$ cat config.mk
export PLATFORM = sky130hd
export DESIGN_NAME = param_num_combiner
export DESIGN_NICKNAME = d
export VERILOG_FILES = /design/src/rtl/param_num_combiner.sv
export SDC_FILE = /design/constraint.sdc
export NUM_CORES = 1
export LEC_CHECK = 0
export ABC_AREA = 1
export CAP_MARGIN = 20
export CORE_UTILIZATION = 58
export CTS_CLUSTER_DIAMETER = 100
export DETAILED_ROUTE_END_ITERATION = 6
export GPL_TIMING_DRIVEN = 0
export PLACE_DENSITY = 0.89
export SLEW_MARGIN = 0
export SYNTH_ARGS = -nofsm -noshare
export SYNTH_HDL_FRONTEND = slang
export SYNTH_SLANG_ARGS = --single-unit
$ cat constraint.sdc
create_clock -name ib_clk -period 6.5 [get_ports ib_clk]
set_clock_uncertainty 0.15 [all_clocks]
set_input_delay 0.65 -clock ib_clk [delete_from_list [all_inputs] [get_ports ib_clk]]
set_output_delay 0.65 -clock ib_clk [all_outputs]
set_load 0.01 [all_outputs]
$ cat src/rtl/param_num_combiner.sv
// Two-stage multi-channel combiner: each channel reduces one shared operand set
// (A, B, C) using its own fixed mode, with optional saturation and mode-3 accumulators.
module param_num_combiner #(
    parameter int unsigned                P_WIDTH    = 16,
    parameter int unsigned                P_CHANNELS = 2,
    parameter logic [2*P_CHANNELS-1:0]    P_MODES    = {2'd1, 2'd0},
    parameter bit                         P_SAT      = 1'b0
) (
    input  logic                             ib_clk,
    input  logic                             ib_rst,
    input  logic                             ib_in_valid,
    output logic                             ob_in_ready,
    input  logic [P_WIDTH-1:0]               iv_numA,
    input  logic [P_WIDTH-1:0]               iv_numB,
    input  logic [P_WIDTH-1:0]               iv_numC,
    input  logic                             ib_acc_clr,
    output logic                             ob_out_valid,
    input  logic                             ib_out_ready,
    output logic [P_CHANNELS*P_WIDTH-1:0]    ov_num,
    output logic [P_CHANNELS-1:0]            ov_ovf
);

    // Handshake: a transfer happens on a rising edge where valid && ready are both 1.
    // Valid never waits on ready, and data/valid hold until their transfer completes.
    // A stage loads when it is empty or when its contents leave in the same cycle.

    logic s1_valid;
    logic s2_valid;
    logic s1_load;
    logic s2_load;
    logic [P_WIDTH-1:0] s1_c;

    assign ob_in_ready  = !s1_valid | (!s2_valid | ib_out_ready);
    assign ob_out_valid = s2_valid;
    assign s1_load      = ib_in_valid & ob_in_ready;
    assign s2_load      = s1_valid & (!s2_valid | ib_out_ready);

    always_ff @(posedge ib_clk or posedge ib_rst) begin
        if (ib_rst) begin
            s1_valid <= 1'b0;
        end else if (s1_load) begin
            s1_valid <= 1'b1;
        end else if (s2_load) begin
            s1_valid <= 1'b0;
        end
    end

    always_ff @(posedge ib_clk or posedge ib_rst) begin
        if (ib_rst) begin
            s2_valid <= 1'b0;
        end else if (s2_load) begin
            s2_valid <= 1'b1;
        end else if (ib_out_ready) begin
            s2_valid <= 1'b0;
        end
    end

    // C is common to every channel, so one copy travels with the stage-1 valid bit.
    always_ff @(posedge ib_clk or posedge ib_rst) begin
        if (ib_rst) begin
            s1_c <= '0;
        end else if (s1_load) begin
            s1_c <= iv_numC;
        end
    end

    for (genvar k = 0; k < P_CHANNELS; k++) begin : g_ch
        localparam logic [1:0] MODE = P_MODES[2*k +: 2];

        logic [P_WIDTH:0]   part_d;
        logic [P_WIDTH:0]   part_q;
        logic [P_WIDTH-1:0] acc_base;
        logic [P_WIDTH+1:0] exact;
        logic               neg;
        logic               over;
        logic [P_WIDTH-1:0] res;
        logic [P_WIDTH-1:0] num_q;
        logic               ovf_q;

        always_comb begin
            part_d = '0;
            if (MODE == 2'd2) begin
                part_d = (iv_numA > iv_numB) ? {1'b0, iv_numA} : {1'b0, iv_numB};
            end else begin
                part_d = {1'b0, iv_numA} + {1'b0, iv_numB};
            end
        end

        always_ff @(posedge ib_clk or posedge ib_rst) begin
            if (ib_rst) begin
                part_q <= '0;
            end else if (s1_load) begin
                part_q <= part_d;
            end
        end

        // Only mode-3 channels own an accumulator; a clear coinciding with a
        // load means the loaded set starts a fresh sum.
        if (MODE == 2'd3) begin : g_acc
            logic [P_WIDTH-1:0] acc_q;

            always_ff @(posedge ib_clk or posedge ib_rst) begin
                if (ib_rst) begin
                    acc_q <= '0;
                end else if (s2_load) begin
                    acc_q <= res;
                end else if (ib_acc_clr) begin
                    acc_q <= '0;
                end
            end

            assign acc_base = ib_acc_clr ? '0 : acc_q;
        end else begin : g_no_acc
            assign acc_base = '0;
        end

        // P_WIDTH+2 bits hold every exact result; mode 1 is the only one that can go negative.
        always_comb begin
            exact = '0;
            case (MODE)
                2'd1:    exact = {1'b0, part_q} - {2'b00, s1_c};
                2'd2:    exact = {1'b0, part_q} + {2'b00, s1_c};
                default: exact = {1'b0, part_q} + {2'b00, s1_c} + {2'b00, acc_base};
            endcase
        end

        assign neg  = (MODE == 2'd1) && exact[P_WIDTH+1];
        assign over = !neg && (exact[P_WIDTH+1:P_WIDTH] != 2'b00);

        always_comb begin
            res = exact[P_WIDTH-1:0];
            if (P_SAT) begin
                if (neg) begin
                    res = '0;
                end else if (over) begin
                    res = '1;
                end
            end
        end

        always_ff @(posedge ib_clk or posedge ib_rst) begin
            if (ib_rst) begin
                num_q <= '0;
                ovf_q <= 1'b0;
            end else if (s2_load) begin
                num_q <= res;
                ovf_q <= ovf_q | neg | over;
            end
        end

        assign ov_num[k*P_WIDTH +: P_WIDTH] = num_q;
        assign ov_ovf[k]                    = ovf_q;
    end

endmodule

[After elaboration in Yosys (flattened, before gate mapping)]
Index checks and enable logic that the tools add are counted.
Word-level totals
  register bits after elaboration: 69
  output and inout bits: 36
Cells by class
  bitwise operators: 7
  add/subtract/negate cells: 3
  reduce and logical (&&, ||, !) cells: 8
  muxes and demuxes: 4
Operators by type and width (number)
  $add A17 B16 Y18: 1
  $sub A17 B16 Y18: 1
  $add A16 B16 Y17: 1
  $reduce_bool A2 Y1: 4
  $or A1 B1 Y1: 5
  $mux W1: 4
  $logic_not A1 Y1: 3
  $and A1 B1 Y1: 2
  $logic_and A1 B1 Y1: 1

[Longest topological paths before layout]
  depth after elaboration: 5
  depth in mapped cells: 15
  gate-level depth less buffers: 15

[Worst setup path before layout]
OpenSTA, ideal clock, no wires.
  path type: in2reg
  start: input port iv_numA[0]
  end: register g_ch[1].part_q[12]
  stages: 10
  data arrival time: 1.913 ns
  buffers on the path: 0
  required time: 6.267 ns
  setup time: 0.083 ns
  setup slack: 4.354 ns
  cells stage by stage: ha_1 fa_1 nand2_1 nand3_1 and2_1 nand4_1 nand3_1 nand2_1 nand2_1 o21ai_0
On the way
  longest elaborated chain between the ends: 1
Ends and longest elaborated chain
  start: declaration: line 13  | input logic [P_WIDTH-1:0] iv_numA,
  $add A16 B16 Y17: line 85  | part_d = {1'b0, iv_numA} + {1'b0, iv_numB};
  end signal: assignment: line 93  | part_q <= part_d;
  end: declaration: line 71  | logic [P_WIDTH:0] part_q;
Every way passes these cells.
A chain may end at the register's enable or synchronous reset.

[Worst setup path after layout]
  start: input port ib_out_ready
  end: output port ob_in_ready
On the way
  longest elaborated chain between the ends: 2
Ends and longest elaborated chain
  start: declaration: line 18  | input logic ib_out_ready,
  $or A1 B1 Y1 (2 in series): line 33  | assign ob_in_ready = !s1_valid | (!s2_valid | ib_out_ready);
  end: declaration: line 12  | output logic ob_in_ready,
Every way passes these cells.

==> reports/metrics.yaml <==
power_and_ir_drop:
  fin_total_pwr_w: 0.002247
  seqPwrFrac_pct: 28.9
  p_leak_nw: 3.372
  powerDensity_mw_per_mm2: 348.3
  switching_share_pct: 43.02
  internal_power_w: 0.001280
  power_frac_clock_pct: 18.4
  irDropWorstVdd_mv: 0.1535
  comb_power_share_pct: 52.7
  power_switching_w: 0.0009668
routing:
  first_pass_iters: 7
  drc: 0
  vias: 5361
  drt_wl_total_um: 15010
  drt_iter0_drc: 286
  via_per_inst: 5.493
  detail-route-antenna-nets: 0
  wire_per_inst_um: 15.38
die:
  rows: 34
  core_mm2: 0.008678
  ios: 89
  die_h_um: 96.60
  start_util_pct: 59.80
  die_x_um: 96.60
  die_area_mm2: 0.009331
layout:
  final_core_util_pct: 74.34
  drive_above_1_share_pct: 4.263
  fin_cells: 976
  syn_to_final_growth_pct: 24.30
  final_nets: 967
  stdcell_area_mm2: 0.006451
  diodes: 0
global_routing:
  grt_pass1_wl_um: 23830
  track_usage_pct: 33.88
  grt_pass1_vias: 5284
  antenna_found_initial: 0
  grt_overflow: 0
  grt_max_degree: 39
worst_setup_path:
  cp_cell_sequence: "clkdlybuf4s50_1 -> inv_1 -> nand3_1 -> clkdlybuf4s50_1"
  crit_path_end_kind: "primary output"
  required_ns: 5.70
  critical_path.max_stage_delay_ns: 0.55
  cpMostUsedCell: "clkdlybuf4s50_1"
  path_max_fanout: 3
  critPathBufInv: 3
  crit_path_start_kind: "primary input"
  critical_path.top_delay_family: "buffers and inverters"
  cp_slowest_cell: "clkdlybuf4s50_1"
  crit_type: "primary input to primary output"
  worstPathArrival_ns: 1.79
clocking:
  hold_buffers: 0
  h-tree-depth: 3
  cts_num_sinks: 68
  path_clk_slew_ns: 0.08
  tritoncts: "done"
  cts_resized: 0
  ctsLongestPathBuffers: 2
  cts_setup_buffers: 0
  clock-root-buffer: "clkbuf_8"
  worst_skew_pair.late_latency_ns: 0.34
  cts_inserted_buffers: 9
synthesis:
  synth_top_area_share_pct: 32.79
  yosysSeqAreaShare_pct: 32.79
  synth_most_common_cell: "nand2_1"
  synth_cell_types: 35
  synth_flop_cell: "dfrtp_1"
  yosys_warnings: 0
  synth_seq_cells: 68
  synth_top_cell_by_area: "dfrtp_1"
  synth_fp_nets: 868
  synthTopCellsByArea: "dfrtp_1, nand2_1, ha_1"
  avgSynthCellArea_um2: 6.793
  postSynth.asyncResetShare_pct: 100.0
  syn_area_mm2: 0.005190
  syn_inst: 764
  netlist_top_cells_count: "nand2_1, inv_1, dfrtp_1"
  synth_edf_count: 0
timing:
  slew_headroom_pct: 46.85
  grt_setup_unrepaired: "false"
  worstMarginPinSlew_ns: 0.7961
  setup_violations: 0
  final.min_clock_period_ns: 2.592
  setup_tns_ns: 0
  hold_viol: 0
  fmax_mhz: 385.8
  maxSlewViolCount: 0
  fin_crit_sh_pct: 39.88
min_path:
  hp-class: "register to register"
place:
  dpl.cell_count: 960
  dp_hpwl_um: 12000
  placement.io_buffers: 87
  place_area_mm2: 0.006216
  gp_congestion: 0.9305
flow_run:
  drv_cap: 0
run_status:
  status: "completed"
==> flip-flops by register name, summed over array words and instances (netlist names) <==
| name | count |
|---|---|
| s1_valid | 1 |
| ob_out_valid | 1 |
| g_ch.part_q | 17 |
| g_ch.ovf_q | 2 |
| g_ch.num_q | 31 |
| s1_c | 16 |
==> power groups by stage <==
stage,registers [W],clock network [W],logic [W]
global route,0.000666,0.000431,0.00132
global placement,0.000640,0,0.00113
floorplan,0.000683,0,0.000668
CTS,0.000649,0.000412,0.00117
detailed placement,0.000654,0,0.00116
finish,0.000649,0.000414,0.00118
==> area by class of cell <==
class | count | area (um2)
plain buffers | 21 | 98.84
clock buffers | 11 | 151.4
clock inverters | 5 | 83.83
fillers | 700 | 2227
inverters | 101 | 379.1
multi-input cells | 574 | 3010
flip-flops and latches | 68 | 1702
well taps | 108 | 135.1
repair buffers | 88 | 890.9
==> cell usage in the layout, fill, tap and decap left out, types with 3 or more instances in the layout <==
cell type and count:
buf_2 6, ha_1 48, clkbuf_1 11, inv_1 97
o21bai_1 3, xnor2_1 4, buf_4 3, nand4_1 6
clkdlybuf4s50_1 87, a21oi_1 45, nand2_1 252, nor2_1 57
a31oi_1 8, nor3_1 7, clkbuf_8 11, dfrtp_1 68
o21ai_0 55, xor2_1 9, nand3_1 58, fa_1 3
==> metrics by stage <==
step / setup WS, ns / hold slack (ns)
6_report: 3.908 / 0.3267
5_1_grt: 3.830 / 0.3611
4_1_cts: 3.903 / 0.3274
3_5_place_dp: 3.702 / 0.3044
3_3_place_gp: 3.025 / 0.2969
2_1_floorplan: 3.988 / 0.2845
==> worst register-to-register path, cell delays in order (launching register included) <==
cell and delay (ns):
dfrtp_1 0.36, inv_1 0.07, ha_1 0.28, buf_2 0.18, inv_1 0.24, nand2_1 0.15
nor3_2 0.31, nand3_1 0.12, nor2_1 0.23, nor2_1 0.08, nand2_1 0.07, nand2_1 0.04
nand2_1 0.07
==> worst paths after layout <==
kind / depth (start not counted) / startpoint / slack, ns / endpoint
min in group asynchronous: 2 / ib_rst / 0.62 / g_ch[0].num_q[0]
worst max-delay path: 4 / ib_out_ready / 3.91 / ob_in_ready
worst max register to register: 12 / s1_c[14] / 4.09 / g_ch[0].ovf_q
worst min register to register: 2 / g_ch[1].ovf_q / 0.33 / g_ch[1].ovf_q
max in group asynchronous: 3 / ib_rst / 4.95 / g_ch[1].num_q[11]
worst min-delay path: 2 / g_ch[1].ovf_q / 0.33 / g_ch[1].ovf_q
==> cells by family (layout without fill, tap and decap cells) <==
family | Yosys count | count (layout) | synth area share [%]
buf+inv | 122 | 226 | 9.209
flops | 68 | 68 | 32.79
xor+xnor | 13 | 13 | 2.194
simple gates | 392 | 392 | 31.10
fa+ha+maj | 51 | 51 | 12.73
compound gates | 118 | 118 | 11.98
==> metal layers <==
layer,track usage [%],routed length [um],vias up
li1,-,-,2630
met1,40.48,6053,2443
met2,58.27,7274,241
met3,3.991,961,47
met4,20.22,721,0
met5,0,0,-
Note: power is estimated with default switching activity, not from simulation.
